==> config.mk <==
export PLATFORM = sky130hd
export DESIGN_NAME = wide_alu_seq_flat
export DESIGN_NICKNAME = d
export VERILOG_FILES = /design/src/rtl/wide_alu_seq_if.sv /design/src/rtl/wide_alu_seq.sv /design/src/flat_wrapper.sv
export SDC_FILE = /design/constraint.sdc
export NUM_CORES = 1
export LEC_CHECK = 0
export CAP_MARGIN = 20
export CORE_ASPECT_RATIO = 1.25
export CORE_MARGIN = 2
export CORE_UTILIZATION = 46
export CTS_CLUSTER_SIZE = 20
export DETAILED_ROUTE_END_ITERATION = 8
export PLACE_DENSITY = 0.79
export SETUP_SLACK_MARGIN = 0.1
export SLEW_MARGIN = 20
export SYNTH_ARGS = -nofsm -noshare
export SYNTH_HDL_FRONTEND = slang
export SYNTH_SLANG_ARGS = --single-unit
==> constraint.sdc <==
create_clock -name clk -period 2.5 [get_ports clk]
set_clock_uncertainty 0.15 [all_clocks]
set_input_delay 0.375 -clock clk [delete_from_list [all_inputs] [get_ports clk]]
set_output_delay 0.375 -clock clk [all_outputs]
set_load 0.02 [all_outputs]
==> src/rtl/wide_alu_seq_if.sv <==
// wide_alu_seq_if: byte-wide bus between the 16-bit sequencer (master) and the
// shared combinational 8-bit ALU (slave).
interface wide_alu_seq_if;
  logic [3:0] alu_cmd;
  logic [7:0] alu_inA;
  logic [7:0] alu_inB;
  logic       alu_sc_i;
  logic [7:0] alu_rslt;
  logic       alu_sc_o;

  modport master (
    output alu_cmd, alu_inA, alu_inB, alu_sc_i,
    input  alu_rslt, alu_sc_o
  );

  modport slave (
    input  alu_cmd, alu_inA, alu_inB, alu_sc_i,
    output alu_rslt, alu_sc_o
  );
endinterface

==> src/rtl/wide_alu_seq.sv <==
// wide_alu_seq: runs one 16-bit operation as two byte steps on a shared 8-bit
// ALU (IDLE -> FIRST -> SECOND -> DONE). Carry/shift bits chain between steps.
// Optional feature macro: WIDE_ALU_SEQ_CIN_EN adds a cin input used as the
// first-step carry/shift-in for add and lsh (0 when the macro is undefined).
module wide_alu_seq (
  input  logic           clk,
  input  logic           reset_n,
  input  logic           start,
  input  logic [3:0]     op,
  input  logic [15:0]    a,
  input  logic [15:0]    b,
`ifdef WIDE_ALU_SEQ_CIN_EN
  input  logic           cin,
`endif
  wide_alu_seq_if.master alu,
  output logic           busy,
  output logic           done,
  output logic [15:0]    result,
  output logic           carry,
  output logic           zero,
  output logic           err
);

  // Operation codes double as ALU commands.
  localparam logic [3:0] OP_ADD = 4'd0;
  localparam logic [3:0] OP_SUB = 4'd1;
  localparam logic [3:0] OP_LSH = 4'd2;
  localparam logic [3:0] OP_ASR = 4'd3;
  localparam logic [3:0] OP_LSR = 4'd4;
  localparam logic [3:0] OP_AND = 4'd6;
  localparam logic [3:0] OP_XOR = 4'd7;

  typedef enum logic [1:0] {S_IDLE, S_FIRST, S_SECOND, S_DONE} state_t;

  state_t      state_q, state_d;
  logic [3:0]  op_q, op_d;
  logic [15:0] a_q, a_d;
  logic [15:0] b_q, b_d;
  logic        cin_q, cin_d;
  logic [15:0] result_q, result_d;
  logic        carry_q, carry_d;
  logic        zero_q, zero_d;
  logic        err_q, err_d;

  logic        cin_in;
  logic        hi_first, sel_hi, logic_op;
  logic [7:0]  a_byte, b_byte;
  logic [3:0]  cmd_s;
  logic [7:0]  ina_s, inb_s;
  logic        sci_s;

`ifdef WIDE_ALU_SEQ_CIN_EN
  assign cin_in = cin;
`else
  assign cin_in = 1'b0;
`endif

  function automatic logic op_legal(input logic [3:0] o);
    case (o)
      OP_ADD, OP_SUB, OP_LSH, OP_ASR, OP_LSR, OP_AND, OP_XOR: return 1'b1;
      default:                                                return 1'b0;
    endcase
  endfunction

  // Right shifts must start at the high byte so its LSB can feed the low byte.
  assign hi_first = (op_q == OP_ASR) || (op_q == OP_LSR);
  assign logic_op = (op_q == OP_AND) || (op_q == OP_XOR);
  assign sel_hi   = (state_q == S_FIRST) ? hi_first : ~hi_first;
  assign a_byte   = sel_hi ? a_q[15:8] : a_q[7:0];
  assign b_byte   = sel_hi ? b_q[15:8] : b_q[7:0];

  // ALU drive for the current byte step; all zero outside FIRST/SECOND.
  always_comb begin
    // NOTE: every combinational output gets a default first so no path leaves it unassigned (no latch).
    cmd_s = 4'd0;
    ina_s = 8'd0;
    inb_s = 8'd0;
    sci_s = 1'b0;
    if (state_q == S_FIRST || state_q == S_SECOND) begin
      ina_s = a_byte;
      inb_s = (op_q == OP_SUB) ? ~b_byte : b_byte;
      case (op_q)
        OP_ADD, OP_SUB: cmd_s = OP_ADD;
        OP_ASR:         cmd_s = (state_q == S_FIRST) ? OP_ASR : OP_LSR;
        default:        cmd_s = op_q;
      endcase
      if (state_q == S_FIRST) begin
        case (op_q)
          OP_ADD, OP_LSH: sci_s = cin_q;
          OP_SUB:         sci_s = 1'b1;
          default:        sci_s = 1'b0;
        endcase
      end else begin
        sci_s = logic_op ? 1'b0 : carry_q;
      end
    end
  end

  assign alu.alu_cmd  = cmd_s;
  assign alu.alu_inA  = ina_s;
  assign alu.alu_inB  = inb_s;
  assign alu.alu_sc_i = sci_s;

  // Next-state and datapath capture.
  always_comb begin
    state_d  = state_q;
    op_d     = op_q;
    a_d      = a_q;
    b_d      = b_q;
    cin_d    = cin_q;
    result_d = result_q;
    carry_d  = carry_q;
    zero_d   = zero_q;
    err_d    = err_q;
    case (state_q)
      S_IDLE: begin
        if (start) begin
          op_d  = op;
          a_d   = a;
          b_d   = b;
          cin_d = cin_in;
          err_d = 1'b0;
          if (op_legal(op)) begin
            state_d = S_FIRST;
          end else begin
            state_d  = S_DONE;
            result_d = 16'h0000;
            carry_d  = 1'b0;
            zero_d   = 1'b1;
            err_d    = 1'b1;
          end
        end
      end
      S_FIRST, S_SECOND: begin
        if (sel_hi) result_d[15:8] = alu.alu_rslt;
        else        result_d[7:0]  = alu.alu_rslt;
        carry_d = logic_op ? 1'b0 : alu.alu_sc_o;
        zero_d  = (result_d == 16'h0000);
        state_d = (state_q == S_FIRST) ? S_SECOND : S_DONE;
      end
      S_DONE:  state_d = S_IDLE;
      default: state_d = S_IDLE;
    endcase
  end

  // State and outcome registers; reset abandons any in-flight operation.
  always_ff @(posedge clk or negedge reset_n) begin
    if (!reset_n) begin
      state_q  <= S_IDLE;
      op_q     <= 4'd0;
      a_q      <= 16'h0000;
      b_q      <= 16'h0000;
      cin_q    <= 1'b0;
      result_q <= 16'h0000;
      carry_q  <= 1'b0;
      zero_q   <= 1'b0;
      err_q    <= 1'b0;
    end else begin
      // NOTE: non-blocking assignments so every flop samples pre-edge values.
      state_q  <= state_d;
      op_q     <= op_d;
      a_q      <= a_d;
      b_q      <= b_d;
      cin_q    <= cin_d;
      result_q <= result_d;
      carry_q  <= carry_d;
      zero_q   <= zero_d;
      err_q    <= err_d;
    end
  end

  assign busy   = (state_q != S_IDLE);
  assign done   = (state_q == S_DONE);
  assign result = result_q;
  assign carry  = carry_q;
  assign zero   = zero_q;
  assign err    = err_q;

endmodule

==> src/flat_wrapper.sv <==
// flat-port wrapper written by rule: the top's interface ports become plain ports
module wide_alu_seq_flat 
  (clk, reset_n, start, op, a, b, busy, done, result, carry, zero, err, alu_alu_cmd, alu_alu_inA, alu_alu_inB, alu_alu_sc_i, alu_alu_rslt, alu_alu_sc_o);
  wide_alu_seq_if alu_i ();
  input  logic clk;
  input  logic reset_n;
  input  logic start;
  input  logic [3:0] op;
  input  logic [15:0] a;
  input  logic [15:0] b;
  output logic busy;
  output logic done;
  output logic [15:0] result;
  output logic carry;
  output logic zero;
  output logic err;
  output wire logic [$bits(alu_i.alu_cmd)-1:0] alu_alu_cmd;
  output wire logic [$bits(alu_i.alu_inA)-1:0] alu_alu_inA;
  output wire logic [$bits(alu_i.alu_inB)-1:0] alu_alu_inB;
  output wire logic [$bits(alu_i.alu_sc_i)-1:0] alu_alu_sc_i;
  input wire logic [$bits(alu_i.alu_rslt)-1:0] alu_alu_rslt;
  input wire logic [$bits(alu_i.alu_sc_o)-1:0] alu_alu_sc_o;
  assign alu_alu_cmd = alu_i.alu_cmd;
  assign alu_alu_inA = alu_i.alu_inA;
  assign alu_alu_inB = alu_i.alu_inB;
  assign alu_alu_sc_i = alu_i.alu_sc_i;
  assign alu_i.alu_rslt = alu_alu_rslt;
  assign alu_i.alu_sc_o = alu_alu_sc_o;
  wide_alu_seq u_core (.clk(clk), .reset_n(reset_n), .start(start), .op(op), .a(a), .b(b), .alu(alu_i), .busy(busy), .done(done), .result(result), .carry(carry), .zero(zero), .err(err));
endmodule
==> results_dict.tcl, run 1 <==
set metrics [dict create \
    run_status "finished with violations" \
    violations "setup timing" \
    placed_cells 447 \
    clk_pin_slew_ps 60 \
    synth_top_area_share_pct 49.5 \
    preCtsSetupSlack_ps -320 \
    maxCapViolations 0 \
    cp-start-kind "flop" \
    yosysWarningCount 0 \
    critPathRequiredTime_ps 1980 \
    vias_in_the_first_global_route 2516 \
    routed_via_density 5.25 \
    rsz0062_at_grt "true" \
    numCtsBuffers 9 \
    clock_tree_from_tritoncts "built" \
    i_o_pin_total 90 \
    h-tree-depth 3 \
    synthToLayoutAreaGrowth_pct 47.6 \
    mostFrequentLayoutCells "sky130_fd_sc_hd__clkdlybuf4s50_1, sky130_fd_sc_hd__dfrtp_1, sky130_fd_sc_hd__nand2_1, sky130_fd_sc_hd__mux2_2, sky130_fd_sc_hd__buf_4" \
    dr_total_vias 2437 \
    cts.sinks 57 \
    stdcell_count 464 \
    grt_pass1_wl_mm 11.5 \
    route.detailed.drc 0 \
    antenna_cells 0 \
    gp_congestion 0.828 \
    rr_startpoint "u_core.op_q[3]" \
    min_path_type "reg2reg" \
    finalWorstPathRequiredPeriod_ps 2720 \
    cell_variety_after_synth 36 \
    setup_viol_count_final 16 \
    layout.nets 427 \
    synth_top_cells_by_area "sky130_fd_sc_hd__dfrtp_1, sky130_fd_sc_hd__mux2_2, sky130_fd_sc_hd__nand2_1" \
    layout-drive-gt1-share_pct 30.1 \
    worstHoldStart "u_core.err" \
    core_region_area_sq_um 6130 \
    vdd_drop_max_v 0.00105 \
    ant_nets 0 \
    clock_path_buffers 2 \
    leakage_nw 1.84 \
    cts.root.buffer_cell "sky130_fd_sc_hd__clkbuf_8" \
    path_max_fanout 8 \
    synth-seq-area-share_pct 49.5 \
    crit-reg2reg-capture "u_core.result[9]" \
    criticalPathCategory "reg2out" \
    setup.reg_to_reg.worst_slack_ps 360 \
    crit_path_capture_type "primary output" \
    timing.hold.worst_path_depth 2 \
    synth_fp_nets 314 \
    firstDrtPassIters 4 \
    max-slew-margin-rel_pct 77.1 \
    min_to "u_core.err" \
    grt_max_degree 58 \
    final_area_sq_um 4250 \
    gr-usage-all-layers_pct 21.6 \
    leading_cell_type_in_the_layout_fill_and_taps_excluded "sky130_fd_sc_hd__clkdlybuf4s50_1" \
    period_share_pct 109 \
    route.final.wire_length_mm 7.02 \
    crit_arrival_ps 2190 \
    synth_area_leader_cell "sky130_fd_sc_hd__dfrtp_1" \
    worstRegToRegCells 8 \
    floorplan.die.width_microns 74.8 \
    place.port_buffers 89 \
    timing.final.ws_setup_ps -216 \
    fp-row-count 32 \
    netlist_area_sq_um 2880 \
    synth_cells 262 \
    detailedRoute.firstIterationViolations 211 \
    synth_seq_cells 57 \
    postSynthAreaPerCell_sq_um 11.0 \
    tightest_pin_transition_ps 342 \
    max_freq_mhz 368 \
    routedWlPerCell_microns 15.1 \
    place_hpwl_mm 5.06 \
    effective_utilization_at_floorplan_pct 47.0 \
    die-area_sq_um 6920 \
    dieHeight_microns 92.5 \
    final-max-slew-violation-count 0 \
    p_per_area_nw_per_um2 1670 \
    antenna_found_initial 0 \
    report.final.hold_viol_count 0 \
    placed_area_sq_um 4040 \
    globalRouteOverflowTotal 0 \
    worst_skew_late_latency_ps 330 \
]
Yosys cell counts (all sizes together):
cell      n
clkbuf    5
nor4      4
o31ai     1
mux2i    16
o21a      1
a41oi     1
nand4     2
mux2     35
a31oi     3
and2      1
inv       5
dfrtp    57
nor2b     2
o2bb2ai   1
ha        4
nand4bb   1
o211ai   16
o211a     1
nand2    51
a21oi     3
or4       2
o21ai     4
buf       9
xnor2     2
nor2      7
nor4b     1
nand3    17
a2bb2oi   1
nand2b    1
a21boi    8
power breakdown:
part / leakage [nW] / internal [mW] / switching (mW) / total, mW
Combinational: 1.05 / 2.25 / 2.38 / 4.63
Sequential: 0.693 / 1.38 / 0.317 / 1.70
Clock: 0.0980 / 0.430 / 0.336 / 0.766
Total: 1.84 / 4.06 / 3.03 / 7.09
cell type report:
cell class | instances | area [sq um]
clock inverters | 3 | 15.0
flip-flops and latches | 57 | 1430
fillers | 472 | 1870
multi-input cells | 186 | 1420
clock buffers | 12 | 165
inverters | 5 | 18.8
well taps | 85 | 106
repair buffers | 116 | 1100
cells by family (layout without fill, tap and decap cells):
family                   count (synthesis)  after routing  share of synthesized area [%]
multiplexers                            51             51                           19.2
flip-flops                              57             57                           49.5
AND/OR/NAND/NOR                         89             89                           14.5
adder cells (fa/ha/maj)                  4              4                           1.74
AO/OA/AOI/OAI                           40             40                           10.4
buffers and inverters                   19            136                           3.08
XOR/XNOR                                 2              2                           1.52
flip-flops by register name (all words and copies together), names as in the netlist:
signal	flops
u_core.carry	1
u_core.err	1
u_core.a_q	16
u_core.state_q	2
u_core.op_q	4
u_core.b_q	16
u_core.zero	1
u_core.result	16
how the worst max path moves through the flow:
stage                         from        endpoint  slack (ps)  cells after the start
global placement    u_core.op_q[3]  alu_alu_inB[5]        -250                      7
detailed placement  u_core.op_q[3]  alu_alu_inB[6]        -320                      7
global route        u_core.op_q[3]  alu_alu_inB[6]        -300                      7
finish              u_core.op_q[3]  alu_alu_inB[6]        -220                      7
floorplan           u_core.op_q[1]  alu_alu_inB[5]          10                      7
CTS                 u_core.op_q[3]  alu_alu_inB[4]        -230                      7
worst max-delay path, stage by stage, from the launching register on:
cell and delay [ps]:
sky130_fd_sc_hd__dfrtp_1 420, sky130_fd_sc_hd__nor4b_4 320, sky130_fd_sc_hd__a31oi_4 80, sky130_fd_sc_hd__xnor2_4 190, sky130_fd_sc_hd__buf_12 160, sky130_fd_sc_hd__mux2i_2 270
sky130_fd_sc_hd__mux2i_2 240, sky130_fd_sc_hd__buf_4 170
through the flow:
stage	power, mW	utilization (%)	hold WS (ps)	TNS, ps
after floorplan	4.35	-	-70.6	0
after global placement	6.15	65.9	251	-2750
after detailed placement	6.25	65.9	250	-3840
after CTS	7.00	69.2	358	-2480
after global routing	7.55	69.4	366	-3260
final	7.09	69.4	351	-1470
layer usage:
| layer | track usage, % | wire length [microns] | vias to the layer above |
|---|---|---|---|
| li1 | - | - | 1165 |
| met1 | 25.7 | 2740 | 1179 |
| met2 | 35.5 | 3700 | 84 |
| met3 | 6.31 | 481 | 9 |
| met4 | 9.52 | 100 | 0 |
| met5 | 0 | 0 | - |
what timing repair did:
action | 4_1_cts | 5_1_grt
hold endpoints to repair | 57 | 0
buffers inserted | 0 | 1
hold buffers | 1 | 0
setup endpoints to repair | 22 | 22
pin swaps | 1 | 3
resized for setup | 88 | 30
(Power assumes the default switching activity.)
==> run 2, diff against run 1 <==
--- a/config.mk
+++ b/config.mk
@@ -8,10 +8,9 @@
 export CAP_MARGIN = 20
 export CORE_ASPECT_RATIO = 1.25
 export CORE_MARGIN = 2
-export CORE_UTILIZATION = 46
+export CORE_UTILIZATION = 27
 export CTS_CLUSTER_SIZE = 20
 export DETAILED_ROUTE_END_ITERATION = 8
-export PLACE_DENSITY = 0.79
 export SETUP_SLACK_MARGIN = 0.1
 export SLEW_MARGIN = 20
 export SYNTH_ARGS = -nofsm -noshare
==> results_dict.tcl, run 2 (synthesis results as in run 1) <==
set metrics [dict create \
    run_status "finished with violations" \
    violations "setup timing" \
    leakage_nw 1.90 \
    place.port_buffers 89 \
    firstDrtPassIters 4 \
    clock_tree_from_tritoncts "built" \
    route.detailed.drc 0 \
    criticalPathCategory "reg2out" \
    period_share_pct 107 \
    place_hpwl_mm 5.81 \
    fp-row-count 42 \
    layout-drive-gt1-share_pct 30.7 \
    setup_viol_count_final 16 \
    cell_by_cell_listing_of_the_critical_path "nor4b_4 > a31oi_4 > xnor2_4 > buf_12 > mux2i_4 > mux2i_2 > buf_4" \
    crit_arrival_ps 2160 \
    min_path_type "reg2reg" \
    core_region_area_sq_um 10500 \
    effective_utilization_at_floorplan_pct 27.4 \
    clock_path_buffers 2 \
    finalWorstPathRequiredPeriod_ps 2690 \
    route.final.wire_length_mm 7.90 \
    cp-start-kind "flop" \
    dr_total_vias 2480 \
    numCtsBuffers 9 \
    utilization_pct 42.4 \
    ant_nets 0 \
    preCtsSetupSlack_ps -380 \
    num-fill-cells 1057 \
    report.final.hold_viol_count 0 \
    p_per_area_nw_per_um2 1700 \
    rsz0062_at_grt "true" \
    routedWlPerCell_microns 15.3 \
    antenna_cells 0 \
    timing.critical_path.slowest_stage_cell "sky130_fd_sc_hd__dfrtp_1" \
    i_o_pin_total 90 \
    gp_congestion 0.785 \
    leading_cell_type_in_the_layout_fill_and_taps_excluded "sky130_fd_sc_hd__clkdlybuf4s50_1" \
    final-max-slew-violation-count 0 \
    timing.final.ws_setup_ps -186 \
    grt_max_degree 32 \
    critPathRequiredTime_ps 1980 \
    path_max_fanout 9 \
    placed_area_sq_um 4110 \
    synthToLayoutAreaGrowth_pct 54.7 \
    mostFrequentLayoutCells "sky130_fd_sc_hd__clkdlybuf4s50_1, sky130_fd_sc_hd__dfrtp_1, sky130_fd_sc_hd__nand2_1, sky130_fd_sc_hd__buf_4, sky130_fd_sc_hd__mux2_2" \
    final_area_sq_um 4460 \
    cts.sinks 57 \
    routed_via_density 4.81 \
    antenna_found_initial 0 \
    h-tree-depth 3 \
    die-area_sq_um 11500 \
    cts.root.buffer_cell "sky130_fd_sc_hd__clkbuf_16" \
    cpPeakStageDelay_ps 400 \
    dieHeight_microns 120 \
    vias_in_the_first_global_route 2590 \
    worst_skew_late_latency_ps 330 \
    gr-usage-all-layers_pct 14.7 \
    detailedRoute.firstIterationViolations 74 \
    crit_path_capture_type "primary output" \
    maxCapViolations 0 \
    max-slew-margin-rel_pct 56.2 \
    layout.nets 431 \
    grt_pass1_wl_mm 12.9 \
    tightest_pin_transition_ps 657 \
    globalRouteOverflowTotal 0 \
    clk_pin_slew_ps 50 \
    max_freq_mhz 372 \
    floorplan.die.width_microns 96.4 \
    vdd_drop_max_v 0.000755 \
]
run 2: report_power, final:
part / switching (mW) / internal [mW] / leakage (nW)
Clock: 0.406 / 0.718 / 0.139
Combinational: 2.45 / 2.31 / 1.07
Sequential: 0.319 / 1.38 / 0.693
Total: 3.17 / 4.40 / 1.90
run 2: repair_timing:
action | in CTS | in global routing
endpoints found under the hold margin | 27 | 0
cloned | 0 | 0
buffers inserted | 1 | 1
resized for setup | 102 | 13
hold buffers | 1 | 0
setup endpoints to repair | 32 | 36
pin swaps | 1 | 3
run 2: routing by layer:
metal	up-vias	part of all wire (%)	track usage (%)
met2	79	51	25.3
met5	-	0	0
met3	10	6.3	4.65
met4	0	1.6	4.75
met1	1216	41	17.0
li1	1175	-	-
run 2: area by class of cell:
type / count / area [sq um] / area share [%]
Timing Repair Buffer: 120 / 1100 / 24.8
Tap cell: 132 / 165 / 3.71
Inverter: 5 / 18.8 / 0.421
Clock inverter: 3 / 15.0 / 0.337
Clock buffer: 13 / 260 / 5.84
Multi-Input combinational cell: 186 / 1470 / 32.9
Sequential cell: 57 / 1430 / 32.0
run 2: through the flow:
stage	total power [mW]	hold WS, ps	TNS (ps)	std cells
after floorplan	4.35	-70.6	0	262
after global placement	6.27	294	-3860	497
after detailed placement	6.35	294	-4450	497
after CTS	7.55	355	-2120	515
after global routing	8.12	373	-4050	516
final	7.58	351	-2240	516
run 2: worst paths after layout:
check / start / endpoint / slack [ps] / cells after the start
max: u_core.op_q[1] / alu_alu_inB[6] / -190 / 7
min in group asynchronous: reset_n / u_core.result[2] / 460 / 2
max in group asynchronous: reset_n / u_core.op_q[2] / 1140 / 3
min reg2reg: u_core.b_q[3] / u_core.b_q[3] / 350 / 1
min: u_core.b_q[3] / u_core.b_q[3] / 350 / 1
max reg2reg: u_core.state_q[0] / u_core.result[12] / 240 / 8
run 2: critical path: cells and delay by family, from the launching register on:
family	cells	cell delay [ps]
XOR/XNOR	1	180
multiplexers	2	460
AO/OA/AOI/OAI	1	90
AND/OR/NAND/NOR	1	350
flip-flops	1	400
buffers and inverters	2	340
==> run 3, diff against run 2 <==
--- a/config.mk
+++ b/config.mk
@@ -5,10 +5,12 @@
 export SDC_FILE = /design/constraint.sdc
 export NUM_CORES = 1
 export LEC_CHECK = 0
+export ABC_AREA = 1
 export CAP_MARGIN = 20
 export CORE_ASPECT_RATIO = 1.25
 export CORE_MARGIN = 2
 export CORE_UTILIZATION = 27
+export CTS_CLUSTER_DIAMETER = 60
 export CTS_CLUSTER_SIZE = 20
 export DETAILED_ROUTE_END_ITERATION = 8
 export SETUP_SLACK_MARGIN = 0.1
==> results_dict.tcl, run 3 <==
set metrics [dict create \
    synthToLayoutAreaGrowth_pct 58.2 \
    effective_utilization_at_floorplan_pct 27.4 \
    layout-drive-gt1-share_pct 21.4 \
    rsz0062_at_grt "true" \
    cpPeakStageDelay_ps 400 \
    synth_top_cells_by_area "sky130_fd_sc_hd__dfrtp_1, sky130_fd_sc_hd__nand2_1, sky130_fd_sc_hd__a22o_1" \
    p_per_area_nw_per_um2 1630 \
    synth.most_common_cell "sky130_fd_sc_hd__nand2_1" \
    gp_congestion 0.820 \
    cp_num_cells 11 \
    grt_pass1_wl_mm 13.5 \
    report.final.hold_viol_count 0 \
    beginning_of_the_critical_path "u_core.op_q[2]" \
    path_max_fanout 8 \
    synth_fp_nets 416 \
    postSynth.asyncResetShare_pct 100 \
    worst_skew_late_latency_ps 330 \
    tightest_pin_transition_ps 727 \
    rr_startpoint "u_core.state_q[0]" \
    synth_flop_cell "sky130_fd_sc_hd__dfrtp_1" \
    mostFrequentLayoutCells "sky130_fd_sc_hd__nand2_1, sky130_fd_sc_hd__clkdlybuf4s50_1, sky130_fd_sc_hd__dfrtp_1, sky130_fd_sc_hd__buf_4, sky130_fd_sc_hd__nor2_1" \
    critPathRequiredTime_ps 1980 \
    leading_cell_type_in_the_layout_fill_and_taps_excluded "sky130_fd_sc_hd__nand2_1" \
    clock_path_buffers 2 \
    min_path_type "reg2reg" \
    ant_nets 0 \
    critical_path.n_buffers_inverters 4 \
    dr_total_vias 2848 \
    finalWorstPathRequiredPeriod_ps 2490 \
    layout.nets 528 \
    yosysWarningCount 0 \
    synth_seq_cells 57 \
    vias_in_the_first_global_route 2810 \
    synth-seq-area-share_pct 49.5 \
    worst_setup_path_endpoint "alu_alu_inA[5]" \
    cp-start-kind "flop" \
    antenna_found_initial 0 \
    max_freq_mhz 401 \
    synth-edff-count 0 \
    leakage_nw 2.21 \
    route.detailed.drc 0 \
    num-fill-cells 1044 \
    criticalPathCategory "reg2out" \
    period_share_pct 99.7 \
    clk_pin_slew_ps 50 \
    crit_path_capture_type "primary output" \
    floorplan.die.width_microns 96.4 \
    setup.reg_to_reg.worst_slack_ps 350 \
    cts.root.buffer_cell "sky130_fd_sc_hd__clkbuf_16" \
    vdd_drop_max_v 0.000691 \
    stdcell_count 613 \
    cts.sinks 57 \
    synth_cells 364 \
    cell_by_cell_listing_of_the_critical_path "inv_2 > nor2_4 > nand2_4 > nand2_4 > nand2_8 > nand2_8 > buf_6 > clkinvlp_4 > nor2_2 > nor2_1 > buf_4" \
    maxCapViolations 0 \
    postSynthAreaPerCell_sq_um 7.92 \
    cell_variety_after_synth 25 \
    run_status "complete, no violations" \
    final-max-slew-violation-count 0 \
    worstRegToRegCells 11 \
    globalRouteOverflowTotal 0 \
    netlist_area_sq_um 2880 \
    multi_input_area_sq_um 1480 \
    crit_arrival_ps 1970 \
    synth_top_area_share_pct 49.5 \
    synth_area_leader_cell "sky130_fd_sc_hd__dfrtp_1" \
    routedWlPerCell_microns 13.5 \
    i_o_pin_total 90 \
    placed_cells 586 \
    place.port_buffers 89 \
    routed_via_density 4.65 \
    synth_commonest_cells "sky130_fd_sc_hd__nand2_1, sky130_fd_sc_hd__dfrtp_1, sky130_fd_sc_hd__nor2_1" \
    h-tree-depth 3 \
    route.final.wire_length_mm 8.30 \
    crit-reg2reg-capture "u_core.carry" \
    utilization_pct 43.4 \
    grt_max_degree 37 \
    antenna_cells 0 \
    gr-usage-all-layers_pct 15.2 \
    max-slew-margin-rel_pct 51.5 \
    place_hpwl_mm 5.64 \
    timing.critical_path.slowest_stage_cell "sky130_fd_sc_hd__dfrtp_1" \
    fp-row-count 42 \
    dieHeight_microns 120 \
    clock_tree_from_tritoncts "built" \
    firstDrtPassIters 5 \
    detailedRoute.firstIterationViolations 116 \
    setup_viol_count_final 0 \
    core_region_area_sq_um 10500 \
    die-area_sq_um 11500 \
    cp_top_family "simple AND/OR/NAND/NOR gates" \
    fin_setup_tns_ps 0 \
    numCtsBuffers 9 \
    sequential_standard_cell_area_sq_um 1430 \
]
run 3: changes by cell type in the layout (fill, tap and decap cells not counted), moves of 12 or more:
cell                       change
sky130_fd_sc_hd__o21ai_1      +12
sky130_fd_sc_hd__o211ai_1     -14
sky130_fd_sc_hd__a22o_1       +15
sky130_fd_sc_hd__nand2_1      +97
sky130_fd_sc_hd__mux2_2       -35
sky130_fd_sc_hd__nor2_1       +19
run 3: power breakdown:
group          switching [mW]  leakage (nW)  internal [mW]
Combinational            2.54          1.33           1.92
Clock                   0.425         0.162          0.922
Sequential              0.288         0.723           1.31
run 3: final cells by class:
cell class              count  share of cell area [%]
clock buffers              11                    5.54
clock inverters             5                    1.70
inverters                  18                    1.56
multi-input cells         273                    32.4
flip-flops and latches     57                    31.3
well taps                 132                    3.62
repair buffers            117                    23.8
run 3: cells by family (layout without fill, tap and decap cells):
logic type	after synthesis	in the layout	share of synthesized area, %
AND/OR/NAND/NOR	205	206	28.4
flip-flops	57	57	49.5
AO/OA/AOI/OAI	55	55	12.1
buffers and inverters	35	151	5.51
multiplexers	8	8	2.78
adder cells (fa/ha/maj)	4	4	1.74
run 3: routing by layer:
metal  global-route usage (%)  vias up  part of all wire (%)
li1                         -     1403                     -
met1                     18.4     1359                    41
met2                     25.7       75                    52
met3                     3.70       11                   5.6
met4                     5.72        0                   1.2
met5                        0        -                     0
run 3: per-stage QoR:
| step | setup slack, ps | area, sq um | hold slack [ps] | power (mW) |
|---|---|---|---|---|
| final | 7.37 | 4560 | 324 | 7.42 |
| after global routing | -127 | 4560 | 356 | 7.98 |
| after CTS | -20.8 | 4430 | 325 | 7.15 |
| after floorplan | 191 | 2880 | -70.6 | 3.96 |
| after global placement | -154 | 4010 | 310 | 5.52 |
| after detailed placement | -237 | 4010 | 310 | 5.58 |
run 3: what timing repair did:
| item | 4_1_cts | 5_1_grt |
|---|---|---|
| hold endpoints to repair | 29 | 0 |
| setup buffers | 5 | 4 |
| cloned | 1 | 0 |
| pin swaps | 20 | 19 |
| setup endpoints to repair | 21 | 20 |
| resized for setup | 115 | 37 |
| hold buffers | 1 | 0 |
run 3: tightest hold or removal path, cell delays in order (launching register included):
cell and delay [ps]:
sky130_fd_sc_hd__dfrtp_1 340, sky130_fd_sc_hd__nand2_1 50, sky130_fd_sc_hd__nand2_1 50
run 3: worst min path at each step:
| stage | depth (start not counted) | slack (ps) | startpoint | endpoint |
|---|---|---|---|---|
| floorplan | 0 | -70 | reset_n | u_core.a_q[0] |
| global placement | 2 | 310 | u_core.a_q[12] | u_core.a_q[12] |
| detailed placement | 2 | 310 | u_core.a_q[11] | u_core.a_q[11] |
| CTS | 2 | 330 | u_core.a_q[11] | u_core.a_q[11] |
| global route | 2 | 360 | u_core.b_q[11] | u_core.b_q[11] |
| finish | 2 | 320 | u_core.a_q[11] | u_core.a_q[11] |
